===== src/rtl/multicycle_ctrl_pkg.sv =====
// Shared opcodes, FSM states and control encodings for the multicycle
// RV32I control unit.
package multicycle_ctrl_pkg;

    localparam logic [6:0] OPC_LOAD   = 7'b0000011;
    localparam logic [6:0] OPC_OP_IMM = 7'b0010011;
    localparam logic [6:0] OPC_AUIPC  = 7'b0010111;
    localparam logic [6:0] OPC_STORE  = 7'b0100011;
    localparam logic [6:0] OPC_OP     = 7'b0110011;
    localparam logic [6:0] OPC_LUI    = 7'b0110111;
    localparam logic [6:0] OPC_BRANCH = 7'b1100011;
    localparam logic [6:0] OPC_JALR   = 7'b1100111;
    localparam logic [6:0] OPC_JAL    = 7'b1101111;

    localparam logic [1:0] ALU_ADD  = 2'b00;
    localparam logic [1:0] ALU_SUB  = 2'b01;
    localparam logic [1:0] ALU_FUNC = 2'b10;
    localparam logic [1:0] ALU_PASS = 2'b11;

    localparam logic [1:0] PC_PLUS4 = 2'd0;
    localparam logic [1:0] PC_REL   = 2'd1;
    localparam logic [1:0] PC_JALR  = 2'd2;

    typedef enum logic [2:0] {
        FETCH  = 3'd0,
        DECODE = 3'd1,
        EXEC   = 3'd2,
        MEM    = 3'd3,
        WB     = 3'd4,
        TRAP   = 3'd5
    } state_t;

    typedef struct packed {
        logic [1:0] aluop;
        logic       alusrc_a;
        logic       alusrc_b;
    } alu_t;

    typedef struct packed {
        logic       mem_req;
        logic       memread;
        logic       memwrite;
        logic       ir_write;
        logic       pc_write;
        logic [1:0] pc_src;
        alu_t       alu;
        logic       memtoreg;
        logic       link;
        logic       regwrite;
    } ctrl_t;

    function automatic logic branch_taken(input logic [2:0] funct3,
                                          input logic zero,
                                          input logic lt,
                                          input logic ltu);
        case (funct3)
            3'b000:  return zero;
            3'b001:  return !zero;
            3'b100:  return lt;
            3'b101:  return !lt;
            3'b110:  return ltu;
            3'b111:  return !ltu;
            default: return 1'b0;
        endcase
    endfunction

endpackage


===== src/rtl/multicycle_control_imm_gen.sv =====
// Combinational RV32I immediate decoder (I/S/B/U/J), sign-extended
// to XLEN bits.
module imm_gen
    import multicycle_ctrl_pkg::*;
#(
    parameter int XLEN = 32
) (
    input  logic [31:0]     inst,
    output logic [XLEN-1:0] imm
);

    logic [31:0] raw;

    always_comb begin
        raw = '0;
        unique case (inst[6:0])
            OPC_LOAD, OPC_OP_IMM, OPC_JALR:
                raw = {{20{inst[31]}}, inst[31:20]};
            OPC_STORE:
                raw = {{20{inst[31]}}, inst[31:25], inst[11:7]};
            OPC_BRANCH:
                raw = {{19{inst[31]}}, inst[31], inst[7],
                       inst[30:25], inst[11:8], 1'b0};
            OPC_LUI, OPC_AUIPC:
                raw = {inst[31:12], 12'h000};
            OPC_JAL:
                raw = {{11{inst[31]}}, inst[31], inst[19:12],
                       inst[20], inst[30:21], 1'b0};
            default:
                raw = '0;
        endcase
    end

    assign imm = XLEN'(signed'(raw));

endmodule


===== src/rtl/multicycle_control.sv =====
// Multicycle RV32I control FSM: FETCH/DECODE/EXEC/MEM/WB sequencing.
// Define MULTICYCLE_CTRL_TRAP_EN to add the TRAP state and trap ports.
module multicycle_control
    import multicycle_ctrl_pkg::*;
#(
    parameter int XLEN  = 32,
    parameter int CNT_W = 32
) (
    input  logic             clk,
    input  logic             rst_n,
    input  logic [31:0]      inst,
    input  logic             mem_ready,
    input  logic             alu_zero,
    input  logic             alu_lt,
    input  logic             alu_ltu,
    output logic             mem_req,
    output logic             memread,
    output logic             memwrite,
    output logic             ir_write,
    output logic             pc_write,
    output logic [1:0]       pc_src,
    output logic [1:0]       aluop,
    output logic             alusrc_a,
    output logic             alusrc_b,
    output logic             memtoreg,
    output logic             link,
    output logic             regwrite,
    output logic [XLEN-1:0]  imm,
    output logic [CNT_W-1:0] instret,
    output logic [2:0]       state_o
`ifdef MULTICYCLE_CTRL_TRAP_EN
    ,
    output logic             trap,
    input  logic             trap_ack
`endif
);

`ifdef MULTICYCLE_CTRL_TRAP_EN
    localparam bit TRAP_EN = 1'b1;
`else
    localparam bit TRAP_EN = 1'b0;
`endif

    state_t          state;
    logic            run;
    ctrl_t           c;
    alu_t            a;
    logic [XLEN-1:0] imm_d;
    logic [6:0]      opcode;
    logic [2:0]      funct3;
    logic            is_load, is_store, is_op, is_opimm;
    logic            is_lui, is_auipc, is_branch, is_jal, is_jalr;
    logic            br_ok, legal, taken, retire;

    assign opcode    = inst[6:0];
    assign funct3    = inst[14:12];
    assign is_load   = opcode == OPC_LOAD;
    assign is_store  = opcode == OPC_STORE;
    assign is_op     = opcode == OPC_OP;
    assign is_opimm  = opcode == OPC_OP_IMM;
    assign is_lui    = opcode == OPC_LUI;
    assign is_auipc  = opcode == OPC_AUIPC;
    assign is_branch = opcode == OPC_BRANCH;
    assign is_jal    = opcode == OPC_JAL;
    assign is_jalr   = opcode == OPC_JALR;
    assign br_ok     = funct3[2:1] != 2'b01;
    assign legal     = is_load | is_store | is_op | is_opimm | is_lui
                     | is_auipc | (is_branch & br_ok) | is_jal | is_jalr;
    assign taken     = branch_taken(funct3, alu_zero, alu_lt, alu_ltu);

    imm_gen #(.XLEN(XLEN)) u_imm_gen (
        .inst (inst),
        .imm  (imm_d)
    );

    // ALU setup depends only on the opcode and is held through MEM/WB
    always_comb begin
        a = '0;
        unique case (1'b1)
            is_op:              a.aluop = ALU_FUNC;
            is_opimm:           begin a.aluop = ALU_FUNC; a.alusrc_b = 1'b1; end
            is_lui:             begin a.aluop = ALU_PASS; a.alusrc_b = 1'b1; end
            is_auipc:           begin a.alusrc_a = 1'b1; a.alusrc_b = 1'b1; end
            is_load | is_store: begin a.aluop = ALU_ADD; a.alusrc_b = 1'b1; end
            is_branch:          a.aluop = ALU_SUB;
            is_jal:             a.alusrc_a = 1'b1;
            is_jalr:            a.alusrc_b = 1'b1;
            default:            ;
        endcase
    end

    // run stays low until the first edge after reset release
    always_comb begin
        c = '0;
        if (run) begin
            unique case (state)
                FETCH: begin
                    c.mem_req  = 1'b1;
                    c.memread  = 1'b1;
                    c.ir_write = mem_ready;
                    c.pc_write = mem_ready;
                    c.pc_src   = PC_PLUS4;
                end
                EXEC: begin
                    c.alu = a;
                    unique case (1'b1)
                        is_branch & br_ok & taken: begin
                            c.pc_write = 1'b1;
                            c.pc_src   = PC_REL;
                        end
                        is_jal: begin
                            c.pc_write = 1'b1;
                            c.pc_src   = PC_REL;
                            c.regwrite = 1'b1;
                            c.link     = 1'b1;
                        end
                        is_jalr: begin
                            c.pc_write = 1'b1;
                            c.pc_src   = PC_JALR;
                            c.regwrite = 1'b1;
                            c.link     = 1'b1;
                        end
                        default: ;
                    endcase
                end
                MEM: begin
                    c.alu      = a;
                    c.mem_req  = 1'b1;
                    c.memread  = is_load;
                    c.memwrite = is_store;
                end
                WB: begin
                    c.alu      = a;
                    c.regwrite = 1'b1;
                    c.memtoreg = is_load;
                end
                default: ;
            endcase
        end
    end

    always_comb begin
        retire = 1'b0;
        if (run) begin
            unique case (state)
                EXEC:    retire = legal ? (is_branch | is_jal | is_jalr)
                                        : !TRAP_EN;
                MEM:     retire = mem_ready & is_store;
                WB:      retire = 1'b1;
                default: retire = 1'b0;
            endcase
        end
    end

    always_ff @(posedge clk or negedge rst_n) begin
        if (!rst_n) begin
            state   <= FETCH;
            run     <= 1'b0;
            imm     <= '0;
            instret <= '0;
        end else begin
            run <= 1'b1;
            if (retire)
                instret <= instret + CNT_W'(1);
            if (run) begin
                unique case (state)
                    FETCH:
                        if (mem_ready) state <= DECODE;
                    DECODE: begin
                        imm   <= imm_d;
                        state <= EXEC;
                    end
                    EXEC:
                        if (!legal)
                            state <= TRAP_EN ? TRAP : FETCH;
                        else if (is_load | is_store)
                            state <= MEM;
                        else if (is_branch | is_jal | is_jalr)
                            state <= FETCH;
                        else
                            state <= WB;
                    MEM:
                        if (mem_ready) state <= is_load ? WB : FETCH;
                    WB:
                        state <= FETCH;
`ifdef MULTICYCLE_CTRL_TRAP_EN
                    TRAP:
                        if (trap_ack) state <= FETCH;
`endif
                    default:
                        state <= FETCH;
                endcase
            end
        end
    end

`ifdef MULTICYCLE_CTRL_TRAP_EN
    assign trap = run && (state == TRAP);
`endif

    assign mem_req  = c.mem_req;
    assign memread  = c.memread;
    assign memwrite = c.memwrite;
    assign ir_write = c.ir_write;
    assign pc_write = c.pc_write;
    assign pc_src   = c.pc_src;
    assign aluop    = c.alu.aluop;
    assign alusrc_a = c.alu.alusrc_a;
    assign alusrc_b = c.alu.alusrc_b;
    assign memtoreg = c.memtoreg;
    assign link     = c.link;
    assign regwrite = c.regwrite;
    assign state_o  = state;

endmodule


===== config.mk =====
export PLATFORM = sky130hd
export DESIGN_NAME = multicycle_control
export DESIGN_NICKNAME = d
export VERILOG_FILES = /design/src/rtl/multicycle_ctrl_pkg.sv /design/src/rtl/multicycle_control_imm_gen.sv /design/src/rtl/multicycle_control.sv
export SDC_FILE = /design/constraint.sdc
export NUM_CORES = 1
export LEC_CHECK = 0
export ABC_AREA = 1
export CAP_MARGIN = 40
export CORE_ASPECT_RATIO = 0.75
export CORE_MARGIN = 2
export CORE_UTILIZATION = 30
export CTS_BUF_LIST = sky130_fd_sc_hd__clkbuf_8
export CTS_CLUSTER_DIAMETER = 120
export DETAILED_ROUTE_END_ITERATION = 10
export PLACE_DENSITY = 0.6
export RECOVER_POWER = 100
export SYNTH_ARGS = -nofsm -noshare
export SYNTH_HDL_FRONTEND = slang
export SYNTH_HIERARCHICAL = 1
export SYNTH_SLANG_ARGS = --single-unit

===== constraint.sdc =====
create_clock -name clk -period 1.8 [get_ports clk]
set_clock_uncertainty 0.05 [all_clocks]
set_input_delay 0.27 -clock clk [delete_from_list [all_inputs] [get_ports clk]]
set_output_delay 0.27 -clock clk [all_outputs]
set_load 0.02 [all_outputs]

* Word level (Yosys, flattened, before mapping)
Cells that the tools add are included.
** Word-level totals
- Output and inout port bits :: 81
- Logic and storage cells :: 80
- Bits of input ports :: 38
- Flip-flop bits (word level) :: 68
** Cells by class
- $add $sub $neg :: 1
- Reductions and logical operators :: 15
- Mux-type cells :: 26
- Bitwise logic cells :: 13
- Equality and inequality tests :: 21
** Operators with widths (number)
- $pmux W32 S5 :: 1
- $add A32 B1 Y32 const B :: 1
- $eq A7 B6 Y1 const B :: 3
- $eq A7 B7 Y1 const B :: 3
- $mux W3 :: 6
- $eq A3 B3 Y1 const B :: 5
- $eq A7 B5 Y1 const B :: 2
- $mux W14 :: 1
- $pmux W3 S2 :: 2
- $pmux W3 S4 :: 1
- $or A1 B1 Y1 :: 10
- $reduce_or A2 Y1 :: 5
- $mux W1 :: 8
- $eq A7 B2 Y1 const B :: 1
- $eq A3 B1 Y1 const B :: 2
- $eq A3 B2 Y1 const B :: 2
- $logic_not A3 Y1 :: 2
- $pmux W1 S6 :: 1
- $pmux W2 S3 :: 1
- $reduce_or A3 Y1 :: 2
- $reduce_or A5 Y1 :: 1
- $mux W4 :: 1
- $ne A2 B2 Y1 const B :: 2
- $pmux W2 S2 :: 1
- other kinds (8) :: 12

* Longest topological paths before layout
- Depth after elaboration :: 12
- Gate-level depth with buffers :: 12
- Depth with buffers taken out :: 11

* Cells and area by module
Netlist, hierarchy kept.
** By module, submodules not included
- multicycle_control :: sequential area each 1701.6 sq um, instances 1, area each 3912.5 sq um, cells each 502
- imm_gen :: sequential area each 0.0 sq um, instances 1, area each 759.5 sq um, cells each 163

* Worst setup path after synthesis
OpenSTA, ideal clock, no wires.
- Kind :: reg2out
- Start :: register state[2], in the netlist state_o[2]
- End :: output regwrite
- Arrival :: 1610 ps
- Buffers on the path :: 0
- Stages on the path, launching flop included :: 7
- Path slack :: -130 ps
- Data required time :: 1480 ps
- Path through :: dfrtp_1 inv_2 nand2_1 nor2_2 nand2_1 a21oi_1 o21bai_1
** On the way
- Cells in the longest elaborated chain, start to end :: 3
- Elaborated cells on any way between the ends :: 4
- Classes of those cells :: 2 x eq/ne; 2 x mux
** RTL lines
- start, declared :: RTL line multicycle_control.sv:44 : state_t state;
- start signal, assigned :: RTL line multicycle_control.sv:175 : state <= TRAP_EN ? TRAP : FETCH;
- start signal, assigned :: RTL line multicycle_control.sv:183 : if (mem_ready) state <= is_load ? WB : FETCH;
- $eq A3 B3 Y1 or $eq A3 B2 Y1 (tied branches) :: RTL line multicycle_control.sv:96 : unique case (state)
- $pmux W1 S2 (*) :: RTL line multicycle_control.sv:96
- $mux W14 (*) :: RTL line multicycle_control.sv:95 : if (run) begin
- end, declared :: RTL line multicycle_control.sv:27 : output logic regwrite,
Every way passes the cells marked *; elsewhere a longest branch is shown, timed or not.

* Worst setup path in the final report
- Start :: register state[1], in the netlist state_o[1]
- End :: output pc_write
** On the way
- Cells in the longest elaborated chain, start to end :: 3
- Elaborated cells on any way between the ends :: 4
- Classes of those cells :: 1 x eq/ne; 2 x mux; 1 x reduce/logical
** RTL lines
- $eq A3 B2 Y1 or $logic_not A3 Y1 (tied branches) :: RTL line multicycle_control.sv:96
- $pmux W3 S2 (*) :: RTL line multicycle_control.sv:96
- $mux W14 (*) :: RTL line multicycle_control.sv:95
- end, declared :: RTL line multicycle_control.sv:20 : output logic pc_write,
Marks and branches as above.

==> flow_summary.toml <==
[power]
pwr_density_cell_nw_per_um2 = 789.0
internal-power_mw = 3.480
switchingPower_mw = 2.027
comb_power_share = 0.408
clkPwrFrac = 0.266
pwr-share-seq = 0.326
swShare = 0.3681
ir_worst_vdd_uv = 588.0
leakage_nw = 3.581
power_mw = 5.507

[route]
routedWlPerCell_um = 14.52
drt-vias-per-instance = 4.666
num_vias = 4974
wl_mm = 15.48
drc = 0
firstDrtPassIters = 5
drt_iter0_drc = 341
ant_nets = 0

[cts]
cts_buffer_depth = 2
clkSinkCount = 68
cts_buffers = 9
clkLatencyLatePin_ps = 370
cts_tree = "built"
htreeDepth = 3
clk_pin_slew_worst_paths_ps = 90
root_buffer = "clkbuf_8"

[worst_setup_path]
path_class = "reg -> out"
path_max_fanout = 4
worstPathArrival_ps = 1580
cp.required_ps = 1480
end_kind = "primary output"
cp-start-kind = "flop"

[die]
die_y_um = 112.1
core.rowCount = 39
die_w_um = 148.1
coreArea_sq_um = 15220
die_area_sq_um = 16600
io_pins = 119
start_util = 0.3069

[status]
violations = "negative setup slack"
outcome = "finished with violations"

[global_routing]
grtUsageTotal = 0.1816
grt_max_degree = 37
grt_pass1_wl_mm = 23.92
grt_pass1_vias = 4591
gr-total-overflow = 0
antenna_found_initial = 0

[finish]
antenna-diode-count = 0
syn_to_final_growth_pct = 49.38
postLayoutCellArea_sq_um = 6979
drive_above_1_share = 0.2451
fin_nets = 895

[synth]
ys_ff_latch = 68
synthesis.nets = 704
synthSimpleGateAreaFrac = 0.4325
synth_mux_area_frac = 0.07713
syn_inst = 665
async_flop_share = 1.000
synth_xor_xnor_area_share = 0.02812
synthAdderAreaFrac = 0.002678
syn_avg_cell_area_sq_um = 7.026
synth_seq_area_share = 0.3642
synthFlopType = "dfrtp_1"
synthesis.area_sq_um = 4672
synth_top_family_by_area = "simple AND/OR/NAND/NOR gates"
synth_compound_area_frac = 0.03080
synth-edff-count = 0
synth_cell_type_count = 32
synth_warnings = 6

[timing]
worstMarginPinSlew_ps = 890.5
holdWs_ps = 458.5
setup_tns_ps = -607.7
setup_viol = 10
post-route-period-util = 1.055
finalHoldViolCount = 0
grt_setup_unrepaired = "true"
slew_headroom = 0.4063
min_period_ps = 1899
worst_slack_ps = -98.62
final-max-slew-violation-count = 0
fmaxAchievable_mhz = 526.7

[placement]
post-place-ws_ps = -769.1
gp_congestion = 0.9139
placed_area_sq_um = 6516
port_buffers = 118
dpl.hpwl_mm = 11.03

[job]
cap_violations = 0

[hold_path]
min_path_type = "reg -> reg"
[worst max-delay path, cell delays in order (launching register included)]
cell	delay (ps)
dfrtp_2	450
buf_4	150
nand2_4	80
nor2_4	40
buf_6	120
a21oi_2	140
a21oi_2	70
buf_4	150
[layer usage]
metal / part of all wire / global-route usage
met5: 0 / 0
met4: 0.0098 / 0.04889
met3: 0.060 / 0.03821
met2: 0.43 / 0.2602
met1: 0.50 / 0.2758
[cells in the final DEF, fill, tap and decap left out, types with 8 or more instances in the layout]
cell and count:
clkbuf_8 9, mux2_2 32, a21oi_2 8, dlygate4sd2_1 25
o21ai_0 11, nand3b_1 16, nor2_2 8, inv_1 37
nor2_1 73, nand2_1 254, buf_4 75, clkbuf_1 14
nand2_2 17, nand3_1 64, xor2_1 10, buf_6 10
clkdlybuf4s50_1 61, dfrtp_1 66, nor2_4 9
[state kept, by name, summed over array words and instances, names as in the netlist]
name,flops
imm,32
instret,32
state_o,3
run,1
[path summary, 6_finish.rpt]
path,endpoint,slack (ps),from,cells past startpoint
worst min-delay path,imm[18],460,imm[18],1
worst max-delay path,pc_write,-100,state_o[1],7
max in group asynchronous,state_o[2],180,rst_n,3
worst max register to register,instret[18],50,state_o[1],10
worst min register to register,imm[18],460,imm[18],1
min in group asynchronous,instret[23],500,rst_n,2
[stage by stage]
stage,util,cells
global placement,0.4280,1036
detailed placement,0.4280,1036
floorplan,-,665
global route,0.4584,1066
finish,0.4584,1066
CTS,0.4503,1058
[cells by family (layout without fill, tap and decap cells)]
logic type      Yosys count  after routing
compound gates           27             27
simple gates            460            462
buf+inv                  61            255
fa+ha+maj                 1              1
other cells               1              1
flops                    68             68
mux                      32             32
xor+xnor                 15             15
[power by group through the flow]
stage                     Clock, mW  Sequential, mW  Combinational, mW
after floorplan                   0            1.99              0.765
after global placement            0            1.81               1.87
after detailed placement          0            1.81               1.87
after CTS                      1.53            1.79               1.92
after global routing           1.59            1.82               2.39
final                          1.46            1.80               2.25
[what timing repair did]
action,CTS,global route
hold endpoints to repair,35,0
pin swaps,13,16
cloned,0,5
gates resized for setup,139,41
hold buffers,1,0
setup buffers,5,3
endpoints found under the setup margin,33,60
[Yosys cell counts (4+ instances only)]
library cell | instances | area, sq um
xor2_1 | 10 | 87.58
inv_1 | 41 | 153.9
nand3_1 | 69 | 345.3
o21ai_0 | 12 | 60.06
dfrtp_1 | 68 | 1702
nand2_2 | 10 | 62.56
buf_6 | 7 | 78.83
mux2_2 | 32 | 360.4
nor2_2 | 7 | 43.79
buf_2 | 4 | 20.02
nand3b_1 | 16 | 120.1
nand2_1 | 262 | 983.4
xnor2_1 | 5 | 43.79
nand2_4 | 4 | 45.04
nor2_1 | 80 | 300.3
a21oi_1 | 10 | 50.05
[layout make-up]
type                            instances  area (sq um)
Sequential cell                        68          1704
Inverter                               44         167.7
Timing Repair Buffer                  195          1715
Clock buffer                            9         123.9
Multi-Input combinational cell        538          2913
Clock inverter                          7         98.84
Fill cell                            1522          8245
Tap cell                              205         256.5
Power figures use the tool's default switching activity.
